==> config.mk <==
export PLATFORM = sky130hd
export DESIGN_NAME = dual_issue_if_id_reg
export DESIGN_NICKNAME = d
export VERILOG_FILES = /design/src/rtl/dual_issue_if_id_reg.sv
export SDC_FILE = /design/constraint.sdc
export NUM_CORES = 1
export LEC_CHECK = 0
export ABC_AREA = 1
export BUFFER_PORTS_ARGS = -buffer_cell sky130_fd_sc_hd__buf_2
export CAP_MARGIN = 15
export CELL_PAD_IN_SITES_DETAIL_PLACEMENT = 2
export CELL_PAD_IN_SITES_GLOBAL_PLACEMENT = 2
export CORE_UTILIZATION = 22
export DETAILED_ROUTE_END_ITERATION = 12
export PLACE_DENSITY_LB_ADDON = 0.12
export REMOVE_ABC_BUFFERS = 1
export SLEW_MARGIN = 20
export SYNTH_ARGS = -nofsm -noshare
export SYNTH_HDL_FRONTEND = slang
export SYNTH_SLANG_ARGS = --single-unit
export TNS_END_PERCENT = 10
==> constraint.sdc <==
create_clock -name clk -period 2 [get_ports clk]
set_input_delay 0 -clock clk [delete_from_list [all_inputs] [get_ports clk]]
set_output_delay 0 -clock clk [all_outputs]
set_load 0.1 [all_outputs]
==> src/rtl/dual_issue_if_id_reg.sv <==
// Dual-slot IF/ID register: 1-cycle load, with per-slot hold, bubble and clear, in-order split tracking, and a flush window. Stall masks hold slots in place; no valid/ready handshake.
// Optional HAZARD_STATS_EN adds saturating stall_cycles/split_count counters; when it is undefined, both ports read 0.
`ifndef NUM_PIPE_MASKS
`define NUM_PIPE_MASKS 5
`endif
`ifndef PIPE_REG_IF_ID
`define PIPE_REG_IF_ID 1
`endif

module dual_issue_if_id_reg #(
  parameter int                     INSTR_WIDTH  = 32,
  parameter int                     ADDR_WIDTH   = 16,
  parameter int                     FLUSH_CYCLES = 1,
  parameter logic [INSTR_WIDTH-1:0] NOP_INSTR    = '0
) (
  input  logic                       clk,
  input  logic                       reset,
  input  logic                       fetch_valid,
  input  logic [INSTR_WIDTH-1:0]     fetch_instr0,
  input  logic [INSTR_WIDTH-1:0]     fetch_instr1,
  input  logic [ADDR_WIDTH-1:0]      fetch_pc0,
  input  logic [ADDR_WIDTH-1:0]      fetch_pc1,
  input  logic [`NUM_PIPE_MASKS-1:0] stall0,
  input  logic [`NUM_PIPE_MASKS-1:0] stall1,
  input  logic [`NUM_PIPE_MASKS-1:0] nop0,
  input  logic [`NUM_PIPE_MASKS-1:0] nop1,
  input  logic                       clear0,
  input  logic                       clear1,
  input  logic                       flush,
  output logic [INSTR_WIDTH-1:0]     if_id_instr0,
  output logic [INSTR_WIDTH-1:0]     if_id_instr1,
  output logic [ADDR_WIDTH-1:0]      if_id_pc0,
  output logic [ADDR_WIDTH-1:0]      if_id_pc1,
  output logic                       if_id_valid0,
  output logic                       if_id_valid1,
  output logic                       first,
  output logic                       split_active,
  output logic [15:0]                stall_cycles,
  output logic [15:0]                split_count
);
  localparam int CW = $clog2(FLUSH_CYCLES + 1);

  typedef enum logic [1:0] {ST_PAIR, ST_SPLIT, ST_FLUSH} state_t;
  typedef enum logic [1:0] {ACT_HOLD, ACT_NOP, ACT_LOAD} act_t;

  state_t                 r_state, w_state_nxt;
  logic                   r_split_slot;
  logic [CW-1:0]          r_flush_cnt;
  logic [INSTR_WIDTH-1:0] r_instr0, r_instr1;
  logic [ADDR_WIDTH-1:0]  r_pc0, r_pc1;
  logic                   r_valid0, r_valid1, r_first;
  act_t                   w_act0, w_act1;

  wire w_st0 = stall0[`PIPE_REG_IF_ID];
  wire w_st1 = stall1[`PIPE_REG_IF_ID];
  wire w_nop0 = nop0[`PIPE_REG_IF_ID];
  wire w_nop1 = nop1[`PIPE_REG_IF_ID];
  wire w_unused_masks = ^{stall0, stall1, nop0, nop1};

  // The flush edge itself is the first empty cycle, so the counter restarts at 1.
  wire w_flush_done = (r_state == ST_FLUSH) && (r_flush_cnt >= CW'(FLUSH_CYCLES));
  wire w_kill = flush || ((r_state == ST_FLUSH) && !w_flush_done);

  wire w_held_stall = r_split_slot ? w_st1 : w_st0;
  wire w_held_clear = r_split_slot ? clear1 : clear0;
  wire w_split_hold = (r_state == ST_SPLIT) && w_held_stall && !w_held_clear;
  wire w_enter_split = (r_state == ST_PAIR) && !flush &&
                       ((clear0 && !clear1 && w_st1) || (clear1 && !clear0 && w_st0));

  always_ff @(posedge clk or negedge reset) begin
    if (!reset) begin
      r_state      <= ST_PAIR;
      r_split_slot <= 1'b0;
      r_flush_cnt  <= '0;
    end else begin
      r_state <= w_state_nxt;
      if (w_enter_split) r_split_slot <= clear0;
      if (flush) r_flush_cnt <= CW'(1);
      else if ((r_state == ST_FLUSH) && !w_flush_done) r_flush_cnt <= r_flush_cnt + CW'(1);
    end
  end

  always_comb begin
    w_state_nxt = r_state;
    unique case (r_state)
      ST_PAIR: begin
        if (flush) w_state_nxt = ST_FLUSH;
        else if (w_enter_split) w_state_nxt = ST_SPLIT;
      end
      ST_SPLIT: begin
        if (flush) w_state_nxt = ST_FLUSH;
        else if (!w_split_hold) w_state_nxt = ST_PAIR;
      end
      ST_FLUSH: begin
        if (!flush && w_flush_done) w_state_nxt = ST_PAIR;
      end
      default: w_state_nxt = ST_PAIR;
    endcase
  end

  always_comb begin
    w_act0 = ACT_LOAD;
    w_act1 = ACT_LOAD;
    if (w_kill) begin
      w_act0 = ACT_NOP;
      w_act1 = ACT_NOP;
    end else begin
      if (clear0) w_act0 = ACT_NOP;
      else if (w_st0) w_act0 = ACT_HOLD;
      else if (w_nop0) w_act0 = ACT_NOP;
      if (clear1) w_act1 = ACT_NOP;
      else if (w_st1) w_act1 = ACT_HOLD;
      else if (w_nop1) w_act1 = ACT_NOP;
      // The emptied slot must not overtake the older held word.
      if (w_split_hold) begin
        if (r_split_slot) w_act0 = ACT_NOP;
        else w_act1 = ACT_NOP;
      end
    end
    split_active = (r_state == ST_SPLIT);
  end

  always_ff @(posedge clk or negedge reset) begin
    if (!reset) begin
      r_instr0 <= NOP_INSTR;
      r_instr1 <= NOP_INSTR;
      r_pc0    <= '0;
      r_pc1    <= '0;
      r_valid0 <= 1'b0;
      r_valid1 <= 1'b0;
      r_first  <= 1'b0;
    end else begin
      case (w_act0)
        ACT_LOAD: begin
          r_instr0 <= fetch_instr0;
          r_pc0    <= fetch_pc0;
          r_valid0 <= fetch_valid;
        end
        ACT_NOP: begin
          r_instr0 <= NOP_INSTR;
          r_pc0    <= '0;
          r_valid0 <= 1'b0;
        end
        default: ;
      endcase
      case (w_act1)
        ACT_LOAD: begin
          r_instr1 <= fetch_instr1;
          r_pc1    <= fetch_pc1;
          r_valid1 <= fetch_valid;
        end
        ACT_NOP: begin
          r_instr1 <= NOP_INSTR;
          r_pc1    <= '0;
          r_valid1 <= 1'b0;
        end
        default: ;
      endcase
      if ((w_act0 == ACT_LOAD) && (w_act1 == ACT_LOAD) && fetch_valid)
        r_first <= (fetch_pc1 < fetch_pc0);
    end
  end

  assign if_id_instr0 = r_instr0;
  assign if_id_instr1 = r_instr1;
  assign if_id_pc0    = r_pc0;
  assign if_id_pc1    = r_pc1;
  assign if_id_valid0 = r_valid0;
  assign if_id_valid1 = r_valid1;
  assign first        = r_first;

`ifdef HAZARD_STATS_EN
  logic [15:0] r_stall_cycles, r_split_count;
  wire w_any_hold = (w_act0 == ACT_HOLD) || (w_act1 == ACT_HOLD);

  always_ff @(posedge clk or negedge reset) begin
    if (!reset) begin
      r_stall_cycles <= '0;
      r_split_count  <= '0;
    end else begin
      if (w_any_hold && (r_stall_cycles != 16'hFFFF)) r_stall_cycles <= r_stall_cycles + 16'd1;
      if (w_enter_split && (r_split_count != 16'hFFFF)) r_split_count <= r_split_count + 16'd1;
    end
  end

  assign stall_cycles = r_stall_cycles;
  assign split_count  = r_split_count;
`else
  assign stall_cycles = 16'd0;
  assign split_count  = 16'd0;
`endif

endmodule
==> flow_summary.ini <==
[status]
status = complete, but fails checks
violations = setup timing

[critical_path]
path_cells = inv_2 -> nand2_2 -> a211oi_4 -> buf_4 -> nand2_2 -> o21ai_4 -> inv_2 -> ha_4 -> inv_6 -> buf_12 -> nand3_1 -> nand2_1
cp_max_fo = 16
ff2ff_path_depth = 12
critPathMaxStageDelay_ps = 390
slowest_stage = dfrtp_1
worst_setup_path_end_kind = flip-flop
cp.required_ps = 2230
crit_arrival_ps = 2250
startpoint_type = flip-flop
reg2reg_slack_ps = -20
timing_worst_setup_path_type = reg -> reg

[place]
portBuffers = 205
dp.cells = 1034
dp_slack_ps = -54.6
gp_congestion = 0.712
dp_hpwl_um = 12600

[drt]
ant_nets = 0
drt_iter0_drc = 108
drt_pre_antenna_iters = 4
viasPerCell = 4.25
wl_per_cell_um = 16.1
wl_um = 18500
wl_met1_um = 7760
top_layer = met4
num_vias = 4901
route.met2.wl_um = 9700
drcViolationCount = 0
route.met3.wl_um = 680

[clock_network]
clkLatencyLatePin_ps = 350
cts_tree = done
h-tree-depth = 3
clk_path_buf_depth = 2
cts.sinks = 103
cts_buffers = 9
clkTransAtPathRegs_ps = 70
cts_root_buf = clkbuf_16

[layout]
layoutNonFillerInstCount = 1154
drive_above_1_share = 0.303
synthToLayoutAreaGrowth_pct = 56.0
mostFrequentLayoutCells = nand2_1 (204), buf_2 (204), dfrtp_1 (102)
final_nets = 1010
diodes = 0

[global_routing]
grt_pass1_wl_um = 27900
grt_max_degree = 59
antenna_found_initial = 0
gr-usage-all-layers = 0.160
first_global_vias = 5449
gr-total-overflow = 0

[floorplanning]
start_util = 0.224
die_h_um = 151
rows = 54
ioPinCount = 254
core_area_um2 = 21800
die-area_um2 = 22700
die_x_um = 151

[yosys]
synth.distinct_cells = 26
ys_ff_latch = 103
syn_avg_cell_area_um2 = 8.62
yosysSeqAreaShare = 0.529
ys_warn_count = 0
postSynthCellCount = 565
syn_area_um2 = 4870

[power_and_ir_drop]
cellPowerDensity_nw_per_um2 = 871
p_leak_nw = 4.29
ir_drop_mv = 0.388
finalPower_mw = 6.62

[timing]
clock.fmax_mhz = 496
period_needed_ps = 2020
finalWorstSetupSlack_ps = -17.4
rsz0062_at_grt = true
skew_ps = 6.36
min_period_over_period = 1.01
hold_violations = 0
worst_slew_pin_slew_ps = 524
fin_hold_ws_ps = 36.9
slew_viol_final = 0
setup-violations-final = 1
relSlewSlack = 0.653

[min_path]
min_path_type = in -> reg
worstHoldPathCells = 3

[flow_run]
cap_violations = 0
## routing by layer
metal,vias to the layer above,track usage
li1,2348,-
met2,128,0.297
met5,-,0
met4,0,0.0560
met1,2401,0.184
met3,24,0.0273
## registers in the layout, indices dropped and copies added (netlist names)
signal / count
first: 1
r_split_slot: 1
r_state: 2
if_id_instr0: 32
if_id_valid0: 1
if_id_instr1: 32
if_id_pc1: 16
r_flush_cnt: 1
if_id_pc0: 16
if_id_valid1: 1
## cell families after synthesis
family | synth area share
other | 0.000770
AND/OR/NAND/NOR | 0.264
buffers and inverters | 0.109
flip-flops | 0.529
AO/OA/AOI/OAI | 0.0473
adder cells (fa/ha/maj) | 0.0488
## worst max-delay path, delay by kind of cell (launching register included)
family | cells | cell delay, ps
AND/OR/NAND/NOR | 4 | 310
adder cells (fa/ha/maj) | 1 | 330
flip-flops | 1 | 390
AO/OA/AOI/OAI | 2 | 340
buffers and inverters | 5 | 520
## per-stage QoR
stage | utilization | cell area [µm²] | setup TNS, ps
3_3_place_gp | 0.284 | 6190 | 0
4_1_cts | 0.344 | 7490 | 0
6_report | 0.349 | 7600 | -17.4
2_1_floorplan | - | 4600 | -102660
5_1_grt | 0.349 | 7600 | -7490
3_5_place_dp | 0.284 | 6190 | -1040
## path summary, 6_finish.rpt
| kind | startpoint | to |
|---|---|---|
| max in group asynchronous | reset | r_split_slot |
| hold / removal | clear0 | r_split_slot |
| min in group asynchronous | reset | if_id_instr1[26] |
| setup reg to reg | r_state[1] | if_id_instr1[13] |
| setup / recovery | r_state[1] | if_id_instr1[13] |
| hold reg to reg | if_id_instr0[21] | if_id_instr0[21] |
## power breakdown
part / leakage [nW] / switching, mW / internal [mW]
registers: 1.38 / 0.0991 / 2.24
logic: 2.77 / 1.93 / 0.512
clock network: 0.139 / 0.825 / 1.01
## cells in the mapped netlist
cell	number	area share
nor4_1	1	0.0013
o21ai_0	5	0.0051
nand2_1	206	0.16
conb_1	1	0.00077
nand3_1	87	0.089
nand2_2	2	0.0026
o31ai_1	16	0.025
inv_2	5	0.0039
clkinv_1	2	0.0015
buf_1	1	0.00077
o21ai_2	1	0.0018
a211oi_4	1	0.0041
a21oi_1	7	0.0072
dfrtp_1	103	0.53
buf_4	35	0.054
nand3_2	1	0.0021
buf_2	17	0.017
nor3_2	1	0.0021
inv_1	31	0.024
a211oi_1	1	0.0015
o21ai_1	1	0.0010
nor2_1	8	0.0062
a21oi_2	1	0.0018
nor3_1	2	0.0021
ha_1	19	0.049
clkbuf_1	10	0.0077
## cell type report
class	count	area, µm²
fillers	2488	14200
flip-flops and latches	103	2580
repair buffers	325	2290
multi-input cells	392	1930
well taps	280	350
clock buffers	12	246
inverters	38	148
clock inverters	4	53.8
## what timing repair did
item	4_1_cts	5_1_grt
endpoints found under the hold margin	166	0
setup buffers	0	3
hold buffers	99	0
gates cloned	0	2
gates resized for setup	2	14
pin swaps	1	2
endpoints found under the setup margin	82	98
(Power assumes the default switching activity.)
